$ cat src/rtl/enable_sync_pkg.sv
// Shared defaults and helpers for the enable synchroniser and its CDC cells.
`timescale 1ns/1ps
package enable_sync_pkg;

  localparam int DEF_SYNC_STAGES = 2;
  localparam int DEF_FILTER_LEN  = 4;

  // Filter counter width: enough to hold FILTER_LEN-1, never narrower than one bit.
  function automatic int cnt_width(input int filter_len);
    return (filter_len <= 2) ? 1 : $clog2(filter_len);
  endfunction

endpackage

$ cat src/rtl/sync_cell.sv
// N-flop single-bit synchroniser with synchronous active-low reset.
// Generic CDC cell; the stages carry no logic between them.
`timescale 1ns/1ps
module sync_cell
  import enable_sync_pkg::*;
#(
  parameter int N_STAGES = DEF_SYNC_STAGES
) (
  input  logic clk,
  input  logic i_rst_n,
  input  logic i_d,
  output logic o_q
);

  (* ASYNC_REG = "TRUE" *) logic [N_STAGES-1:0] r_sync;

  // Shift the asynchronous bit through the metastability chain.
  always_ff @(posedge clk) begin
    if (!i_rst_n) begin
      r_sync <= '0;
    end else begin
      r_sync <= {r_sync[N_STAGES-2:0], i_d};
    end
  end

  assign o_q = r_sync[N_STAGES-1];

endmodule

$ cat src/rtl/enable_synchronizer.sv
// Synchronises an asynchronous enable level, rejects short excursions and
// produces a clean registered level with one-cycle rise/fall strobes.
`timescale 1ns/1ps
module enable_synchronizer
  import enable_sync_pkg::*;
#(
  parameter int SYNC_STAGES = DEF_SYNC_STAGES,
  parameter int FILTER_LEN  = DEF_FILTER_LEN
) (
  input  logic clk,
  input  logic reset,
  input  logic enable_in,
  output logic enable_out,
  output logic enable_rise,
  output logic enable_fall
);

  localparam int               CNT_W    = cnt_width(FILTER_LEN);
  localparam logic [CNT_W-1:0] CNT_LAST = CNT_W'(FILTER_LEN - 1);

  if (SYNC_STAGES < 2) begin : g_bad_sync_stages
    $error("enable_synchronizer: SYNC_STAGES must be >= 2");
  end
  if (FILTER_LEN < 1) begin : g_bad_filter_len
    $error("enable_synchronizer: FILTER_LEN must be >= 1");
  end

  logic             w_s;
  logic [CNT_W-1:0] r_cnt;
  logic             r_out;
  logic             r_rise;
  logic             r_fall;

  sync_cell #(
    .N_STAGES (SYNC_STAGES)
  ) u_sync_cell (
    .clk     (clk),
    .i_rst_n (reset),
    .i_d     (enable_in),
    .o_q     (w_s)
  );

  // Follow the synchronised level only after FILTER_LEN consecutive
  // disagreeing samples; strobe on the same edge that moves the level.
  always_ff @(posedge clk) begin
    if (!reset) begin
      r_cnt  <= '0;
      r_out  <= 1'b0;
      r_rise <= 1'b0;
      r_fall <= 1'b0;
    end else begin
      r_rise <= 1'b0;
      r_fall <= 1'b0;
      if (w_s == r_out) begin
        r_cnt <= '0;
      end else if (r_cnt == CNT_LAST) begin
        r_out  <= w_s;
        r_cnt  <= '0;
        r_rise <= w_s;
        r_fall <= ~w_s;
      end else begin
        r_cnt <= r_cnt + CNT_W'(1);
      end
    end
  end

  assign enable_out  = r_out;
  assign enable_rise = r_rise;
  assign enable_fall = r_fall;

endmodule

$ cat config.mk
export PLATFORM = sky130hd
export DESIGN_NAME = enable_synchronizer
export DESIGN_NICKNAME = d
export VERILOG_FILES = /design/src/rtl/enable_sync_pkg.sv /design/src/rtl/sync_cell.sv /design/src/rtl/enable_synchronizer.sv
export SDC_FILE = /design/constraint.sdc
export NUM_CORES = 1
export LEC_CHECK = 0
export ABC_AREA = 1
export CORE_AREA = 8 8 45 47
export CTS_BUF_LIST = sky130_fd_sc_hd__clkbuf_16
export DETAILED_ROUTE_END_ITERATION = 12
export DIE_AREA = 0 0 53 55
export GPL_ROUTABILITY_DRIVEN = 0
export PLACE_DENSITY_LB_ADDON = 0.15
export SYNTH_ARGS = -nofsm -noshare
export SYNTH_HDL_FRONTEND = slang
export SYNTH_SLANG_ARGS = --single-unit
$ cat constraint.sdc
create_clock -name clk -period 0.93 [get_ports clk]
set_clock_uncertainty 0.1 [all_clocks]
set_input_delay 0.186 -clock clk [delete_from_list [all_inputs] [get_ports clk]]
set_output_delay 0.186 -clock clk [all_outputs]
set_load 0.01 [all_outputs]
==> summary.txt, run 1 <==
Worst setup path
  • CP Capture Type: output port
  • Worst reg2reg path depth: 4
  • Critical Path Fanout Max: 2
  • Worst path max stage delay: 320 ps
  • CP arrival: 660 ps
  • Buf+Inv Stages, Crit Path: 1
  • CP delay by family, top: flip-flops
  • Reg-to-Reg Start: r_cnt[0]$_SDFF_PP0_
  • CP Data Required Time: roughly 640 ps
  • Worst setup path startpoint: enable_out$_SDFFE_PN0P_
  • R2R Setup Slk: 20 ps
  • Worst path cell trace: buf_6
  • Critical-path top delay cell: dfxtp_2
  • Reg2reg end: r_cnt[0]$_SDFF_PP0_
  • Startpoint types: register
  • Crit Path Category: reg -> out

Clock network
  • Clock Tree Root: clkbuf_16
  • Worst-Skew Late Latency: 230 ps
  • Hold_buf cts: 0
  • Clk buf depth: 2
  • Sink Count: 7
  • Htree depth: 1
  • Cts bufs inserted: 3
  • Clock slew at reported path FFs: 30 ps
  • CTS tree: done

Floorplan
  • Die width: 53 um
  • I/O pins: 6
  • Initial Utilization: 0.1709
  • Die Y: 55 um
  • Site row count: 14
  • DIE AREA: 2915 um2
  • Core ar.: 1384 um2

STA
  • Achievable Freq: about 1100 MHz
  • Slew Limit Fails: 0
  • Slew HR: 0.8580
  • Period Utilization, post-route: 1.019
  • Final setup vio count: 1
  • Worst-Margin Slew: 212.6 ps
  • RSZ-0062 raised after global routing: yes
  • Fin crit period: between 900 and 1000 ps
  • Setup TNS: -17.50 ps
  • Final WS setup: -17.50 ps
  • Endpoints failing hold: 0

Yosys
  • Area contributors post-synth: dfxtp_1 59%, inv_1 7.9%, nand2_1 6.3%, ha_1 5.3%, nand4_2 5.3%
  • Post-Synth Simple-Gate Area: 0.2169
  • Mux cell area share after synthesis: 0
  • Average cell area after synthesis: 9.095 um2
  • Largest family of logic cells by synthesized area: simple AND/OR/NAND/NOR gates
  • Distinct cell type count after synthesis: 11
  • Synth warn: 0
  • Mapped Cells: 26
  • Mapped Nets: 30
  • Post-synth top area share: 0.5926
  • Synth Area in Compound Gates: 0.04233
  • Post-Synth Adder-Cell Area: 0.05291
  • Leading area contributor after synthesis: dfxtp_1
  • Sequential area share after synthesis: 0.5926
  • Post-Syn Area: 236.5 um2
  • Synth Register Bits: 7
  • XOR/XNOR share of the synthesized area: 0

Final layout
  • Layout Cells excl Fill: 54
  • Most frequent cells in the layout: 4 x inv_1, 4 x dfxtp_1, 3 x nand2_1, 3 x clkbuf_16, 3 x dfxtp_2
  • Final core occ: 0.3165
  • Fill count: 149
  • N_diodes: 0
  • Area Growth Syn to Fin: 85.19%
  • Fin nets: 43
  • Layout cell share with drive strength beyond 1: 0.5263

Routing
  • Vias per std cell: 3.815
  • Initial DRC Count: 4
  • DRC viols: 0
  • Wirelength per Cell: 9.204 um
  • Routed wire length: 497 um
  • Pre-antenna DRT Iters: 4
  • Via count: a little over 200
  • Post-DRT Antenna Nets: 0

Worst hold path
  • Worst hold start: reset
  • Min-Delay Path Class: in -> reg
  • Hold endpoint: enable_out$_SDFFE_PN0P_
  • Hold Path Cell Cnt: 3

GRT
  • First-pass GRT wire length: 869 um
  • Total grt overflow: 0
  • GRT met2 Usage: 0.06641
  • GR Util met1: 0.03653
  • GRT Util Overall: 0.04866
  • Met3 Use GR: 0.04278
  • Largest net degree at the start of global routing: 5
  • Vias in the first global route: 206
  • Initial antenna violation count: 0
  • Busiest grt layer: met2

Run status
  • Status: finished with violations
  • Failing checks: setup timing

Power and ir drop
  • Max IR drop VDD: 0.8993 mV
  • Power Dens Cells: 2431 nW/um2
  • Tot Pwr: 1.065 mW
  • Lkg Pwr: just over 0.2 nW

Run
  • Max-cap viol count: 0

Place
  • Dpl hpwl: 311.6 um
  • Placed cells: 49
  • Buffers on Ports: 5
[routing by layer]
layer / share of wire / vias to the layer above / wire length, um
met1: 0.39 / 91 / 194
met4: 0.052 / 0 / 26
li1: - / 104 / -
met3: 0.12 / 3 / 58
met5: 0 / - / 0
met2: 0.44 / 8 / 218
[cell usage after synthesis]
cell     instances
nand2_1          4
dfxtp_1          7
nor2_1           2
nor3_1           2
o21ai_0          1
inv_2            1
nand4_2          1
nand2_2          1
a21oi_1          1
inv_1            5
ha_1             1
[worst max-delay path by stage]
stage	endpoint	cells past startpoint
after floorplan	enable_out$_SDFFE_PN0P_	4
after global placement	enable_fall$_SDFF_PP0_	3
after detailed placement	enable_out	1
after CTS	enable_out	1
after global routing	enable_out	1
final	enable_out	1
[power breakdown]
group          internal [mW]  leakage [nW]  switching [mW]
sequential             0.308        0.0584         0.00411
clock                  0.559        0.0423           0.166
combinational         0.0162         0.101          0.0118
total                  0.883         0.201           0.181
[area by class of cell]
cell class              count  area [um2]  area share
multi-input cells          13       100.1      0.2286
clock buffers               3       75.07      0.1714
flip-flops and latches      7       143.9      0.3286
clock inverters             1       3.754    0.008571
well taps                  16       20.02     0.04571
inverters                   6       25.02     0.05714
repair buffers              8       70.07      0.1600
[flip-flops by register name, indices dropped and copies added (netlist names)]
register / count
enable_rise: 1
r_cnt: 2
enable_out: 1
enable_fall: 1
u_sync_cell.r_sync: 2
[timing repair]
action / in CTS / in global routing
pin swaps: 2 / 1
cloned: 0 / 0
endpoints found under the setup margin: 6 / 10
buffers inserted: 1 / 0
gates resized for setup: 23 / 4
[kinds of logic (layout without fill, tap and decap cells)]
kind of cell    after synthesis  in the layout
buf+inv                       6             18
fa+ha+maj                     1              1
flops                         7              7
simple gates                 10             10
compound gates                2              2
[per-stage QoR]
| step | worst slack (ps) | hold WS (ps) | area, um2 |
|---|---|---|---|
| finish | -17.50 | 207.5 | 437.9 |
| global route | -35.18 | 245.7 | 437.9 |
| CTS | -15.95 | 321.7 | 429.2 |
| detailed placement | -202.5 | 305.1 | 321.6 |
| global placement | -200.6 | 298.5 | 321.6 |
| floorplan | 14.70 | 179.5 | 236.5 |
No activity file was read; power rests on OpenSTA's default activity.
==> inputs of run 2 (changes only) <==
--- a/config.mk
+++ b/config.mk
@@ -6,6 +6,7 @@
 export NUM_CORES = 1
 export LEC_CHECK = 0
 export ABC_AREA = 1
+export ABC_CLOCK_PERIOD_IN_PS = 930
 export CORE_AREA = 8 8 45 47
 export CTS_BUF_LIST = sky130_fd_sc_hd__clkbuf_16
 export DETAILED_ROUTE_END_ITERATION = 12
==> results of run 2 <==
The final DEF is identical to that of run 1; final timing and power are the same.
==> inputs of run 3 (changes only) <==
--- a/config.mk
+++ b/config.mk
@@ -5,10 +5,10 @@
 export SDC_FILE = /design/constraint.sdc
 export NUM_CORES = 1
 export LEC_CHECK = 0
-export ABC_AREA = 1
 export ABC_CLOCK_PERIOD_IN_PS = 930
 export CORE_AREA = 8 8 45 47
 export CTS_BUF_LIST = sky130_fd_sc_hd__clkbuf_16
+export CTS_CLUSTER_SIZE = 24
 export DETAILED_ROUTE_END_ITERATION = 12
 export DIE_AREA = 0 0 53 55
 export GPL_ROUTABILITY_DRIVEN = 0
==> run 3 against run 2 <==
Sequential power hardly changed. Critical endpoint is now r_cnt[1]$_SDFF_PP0_. Die area stayed put. Clock power fell by 2%. Global-route usage fell by 0.33 points. Critical path depth rose by 2. Largest cell class unchanged. Setup slack worse by 69 ps. The flow still finishes with violations (setup timing). Synthesized area is 2.6% lower. Via count down 13%. Highest routed layer unchanged. Count of clock-buffer cells in the layout unchanged. Cell area up 3.7%. Core utilization grew 1.2 points.
==> summary.txt, run 3 <==
Place
  • Placed cells: 42 (-14%)
  • Placed Area: 324.1 um2 (+0.78%)
  • Buffers on Ports: 5 (unchanged)
  • Dpl ws: -247.6 ps (-45.12 ps)
  • Dpl hpwl: 339 um (+8.8%)

Final layout
  • Final core occ: 0.3282 (+0.01175)
  • Fill count: 131 (-12%)
  • Most frequent cells in the layout: 4 x dfxtp_1, 3 x clkbuf_16, 3 x dfxtp_2, 3 x buf_2, 3 x buf_4
  • N_diodes: 0 (unchanged)
  • Post-route cell area: 454.2 um2 (+3.7%)
  • Area Growth Syn to Fin: 97.28%
  • Commonest non-fill, non-tap cell in the layout: dfxtp_1
  • Layout Cells excl Fill: 47 (-13%)
  • Layout cell share with drive strength beyond 1: 0.6452 (+0.1188)
  • Largest regs: r_cnt (2), u_sync_cell.r_sync (2)
  • Fin nets: 36 (-16%)

STA
  • Final setup vio count: 5 (+4)
  • Worst-Margin Slew: 180.1 ps (-32.47 ps)
  • Period Utilization, post-route: 1.093 (+0.07440)
  • Slew Limit Fails: 0 (unchanged)
  • Final WS setup: -86.69 ps (-69.19 ps)
  • RSZ-0062 raised after global routing: yes
  • Hold WS: 216.5 ps (+8.999 ps)
  • Endpoints failing hold: 0 (unchanged)
  • Fin crit period: 1017 ps (+69.19 ps)
  • Achievable Freq: 983.6 MHz (-6.8%)
  • Slew HR: 0.8796 (+0.02156)
  • Setup TNS: -186.4 ps (-168.9 ps)

Worst setup path
  • Startpoint types: register
  • CP arrival: 1040 ps (+380 ps)
  • Critical Path Fanout Max: 2 (unchanged)
  • CP Data Required Time: 950 ps (+310 ps)
  • Crit Path Category: reg -> reg
  • CP Capture Type: register

Yosys
  • Top-count cell post-synth: dfxtp_1
  • Synth warn: 0 (unchanged)
  • Post-Syn Area: 230.2 um2 (-2.6%)
  • Distinct cell type count after synthesis: 10 (-1)
  • Share of flip-flops with an asynchronous set or reset: 0 (unchanged)
  • Mapped Nets: 22 (-27%)
  • Average cell area after synthesis: 12.79 um2 (+41%)
  • Dominant synthesized flop cell: dfxtp_1
  • Mapped Cells: 18 (-31%)
  • Sequential area share after synthesis: 0.6087 (+0.01610)
  • Area contributors post-synth: dfxtp_1 61%, nor3b_1 6.5%, and2_1 5.4%, and4bb_2 5.4%, ha_1 5.4%
  • Post-synth EDFFs: 0 (unchanged)
  • Post-synth top area share: 0.6087 (+0.01610)
  • Leading area contributor after synthesis: dfxtp_1
  • Synth Register Bits: 7 (unchanged)
  • Synth top cells by count: 7 x dfxtp_1, 2 x and2_1, 2 x nor3b_1

GRT
  • Vias in the first global route: 221 (+7.3%)
  • Total grt overflow: 0 (unchanged)
  • Initial antenna violation count: 0 (unchanged)
  • First-pass GRT wire length: 828 um (-4.7%)
  • Largest net degree at the start of global routing: 5 (unchanged)
  • GRT Util Overall: 0.04540 (-0.003256)

Floorplan
  • Die Y: 55 um (unchanged)
  • I/O pins: 6 (unchanged)
  • Initial Utilization: 0.1664 (-0.004521)
  • Die width: 53 um (unchanged)
  • Site row count: 14 (unchanged)
  • DIE AREA: 2915 um2 (unchanged)
  • Core ar.: 1384 um2 (unchanged)

Routing
  • Via count: 179 (-13%)
  • Routed wire length: 490 um (-1.4%)
  • Post-DRT Antenna Nets: 0 (unchanged)
  • Wirelength per Cell: 10.43 um (+13%)
  • Initial DRC Count: 1 (-3)
  • Pre-antenna DRT Iters: 2 (-2)
  • DRC viols: 0 (unchanged)
  • Vias per std cell: 3.809 (-0.17%)

Run status
  • Failing checks: setup timing
  • Status: finished with violations

Run
  • Max-cap viol count: 0 (unchanged)

Clock network
  • Sink Count: 7 (unchanged)
  • Clk buf depth: 2 (unchanged)
  • Clock slew at reported path FFs: 30 ps (about the same)
  • Clock Tree Root: clkbuf_16
  • Worst-Skew Late Latency: 230 ps (about the same)
  • CTS tree: done
  • Htree depth: 1 (unchanged)
  • Cts bufs inserted: 3 (unchanged)

Power and ir drop
  • Tot Pwr: 1.053 mW (-1.1%)
  • Max IR drop VDD: 1.027 mV (+14%)
  • Power Dens Cells: 2319 nW/um2 (-4.6%)
  • Lkg Pwr: 0.1852 nW (-8.1%)

Worst hold path
  • Min-Delay Path Class: in -> reg
run 3: cell count changes in the layout (fill, tap and decap cells not counted), sizes merged, moves of 2 or more:
cell | before | now
and2 | 0 | 2
inv | 7 | 1
nand2 | 5 | 1
nor2 | 2 | 0
nor3 | 2 | 0
nor3b | 0 | 2
run 3: routing by layer:
| layer | track usage | vias up | share of wire |
|---|---|---|---|
| met3 | 0.03743 | 2 | 0.12 |
| met2 | 0.06250 | 7 | 0.48 |
| met1 | 0.03354 | 83 | 0.38 |
| li1 | - | 87 | - |
| met5 | 0 | - | 0 |
| met4 | 0.06466 | 0 | 0.018 |
run 3: final timing paths:
| kind | slack [ps] | end | startpoint | depth (start not counted) |
|---|---|---|---|---|
| max | -90 | r_cnt[1]$_SDFF_PP0_ | enable_out$_SDFFE_PN0P_ | 3 |
| min | 220 | enable_fall$_SDFF_PP0_ | reset | 3 |
| max reg2reg | -90 | r_cnt[1]$_SDFF_PP0_ | enable_out$_SDFFE_PN0P_ | 3 |
| min reg2reg | 340 | u_sync_cell.r_sync[1]$_SDFF_PN0_ | u_sync_cell.r_sync[0]$_SDFF_PN0_ | 1 |
run 3: layout make-up:
class / count / area (um2) / area share
clock buffers: 3 / 75.07 / 0.1653
clock inverters: 1 / 3.754 / 0.008264
flip-flops and latches: 7 / 143.9 / 0.3168
multi-input cells: 11 / 140.1 / 0.3085
well taps: 16 / 20.02 / 0.04408
repair buffers: 9 / 71.32 / 0.1570
run 3: cell families after synthesis:
logic type                 share of synthesized area
DFF                                           0.6087
xor gates and xnor gates                     0.03805
adders and majority gates                    0.05434
muxes                                        0.04348
and+or+nand+nor                               0.2554
run 3: power by group:
part           internal [mW]  total [mW]  leakage [nW]  switching (mW)
registers              0.308       0.313        0.0583         0.00493
logic                 0.0210      0.0290        0.0847         0.00802
clock network          0.558       0.711        0.0423           0.153
total                  0.887        1.05         0.185           0.166
run 3: what timing repair did:
item,4_1_cts,5_1_grt
setup endpoints to repair,8,10
resized for setup,18,6
pin swaps,3,0
hold buffers,0,0
buffers inserted,1,0
run 3: critical path, stage by stage, from the launching register on:
cell	delay (ps)
dfxtp_2	310
buf_6	120
xnor2_4	140
and4bb_2	230
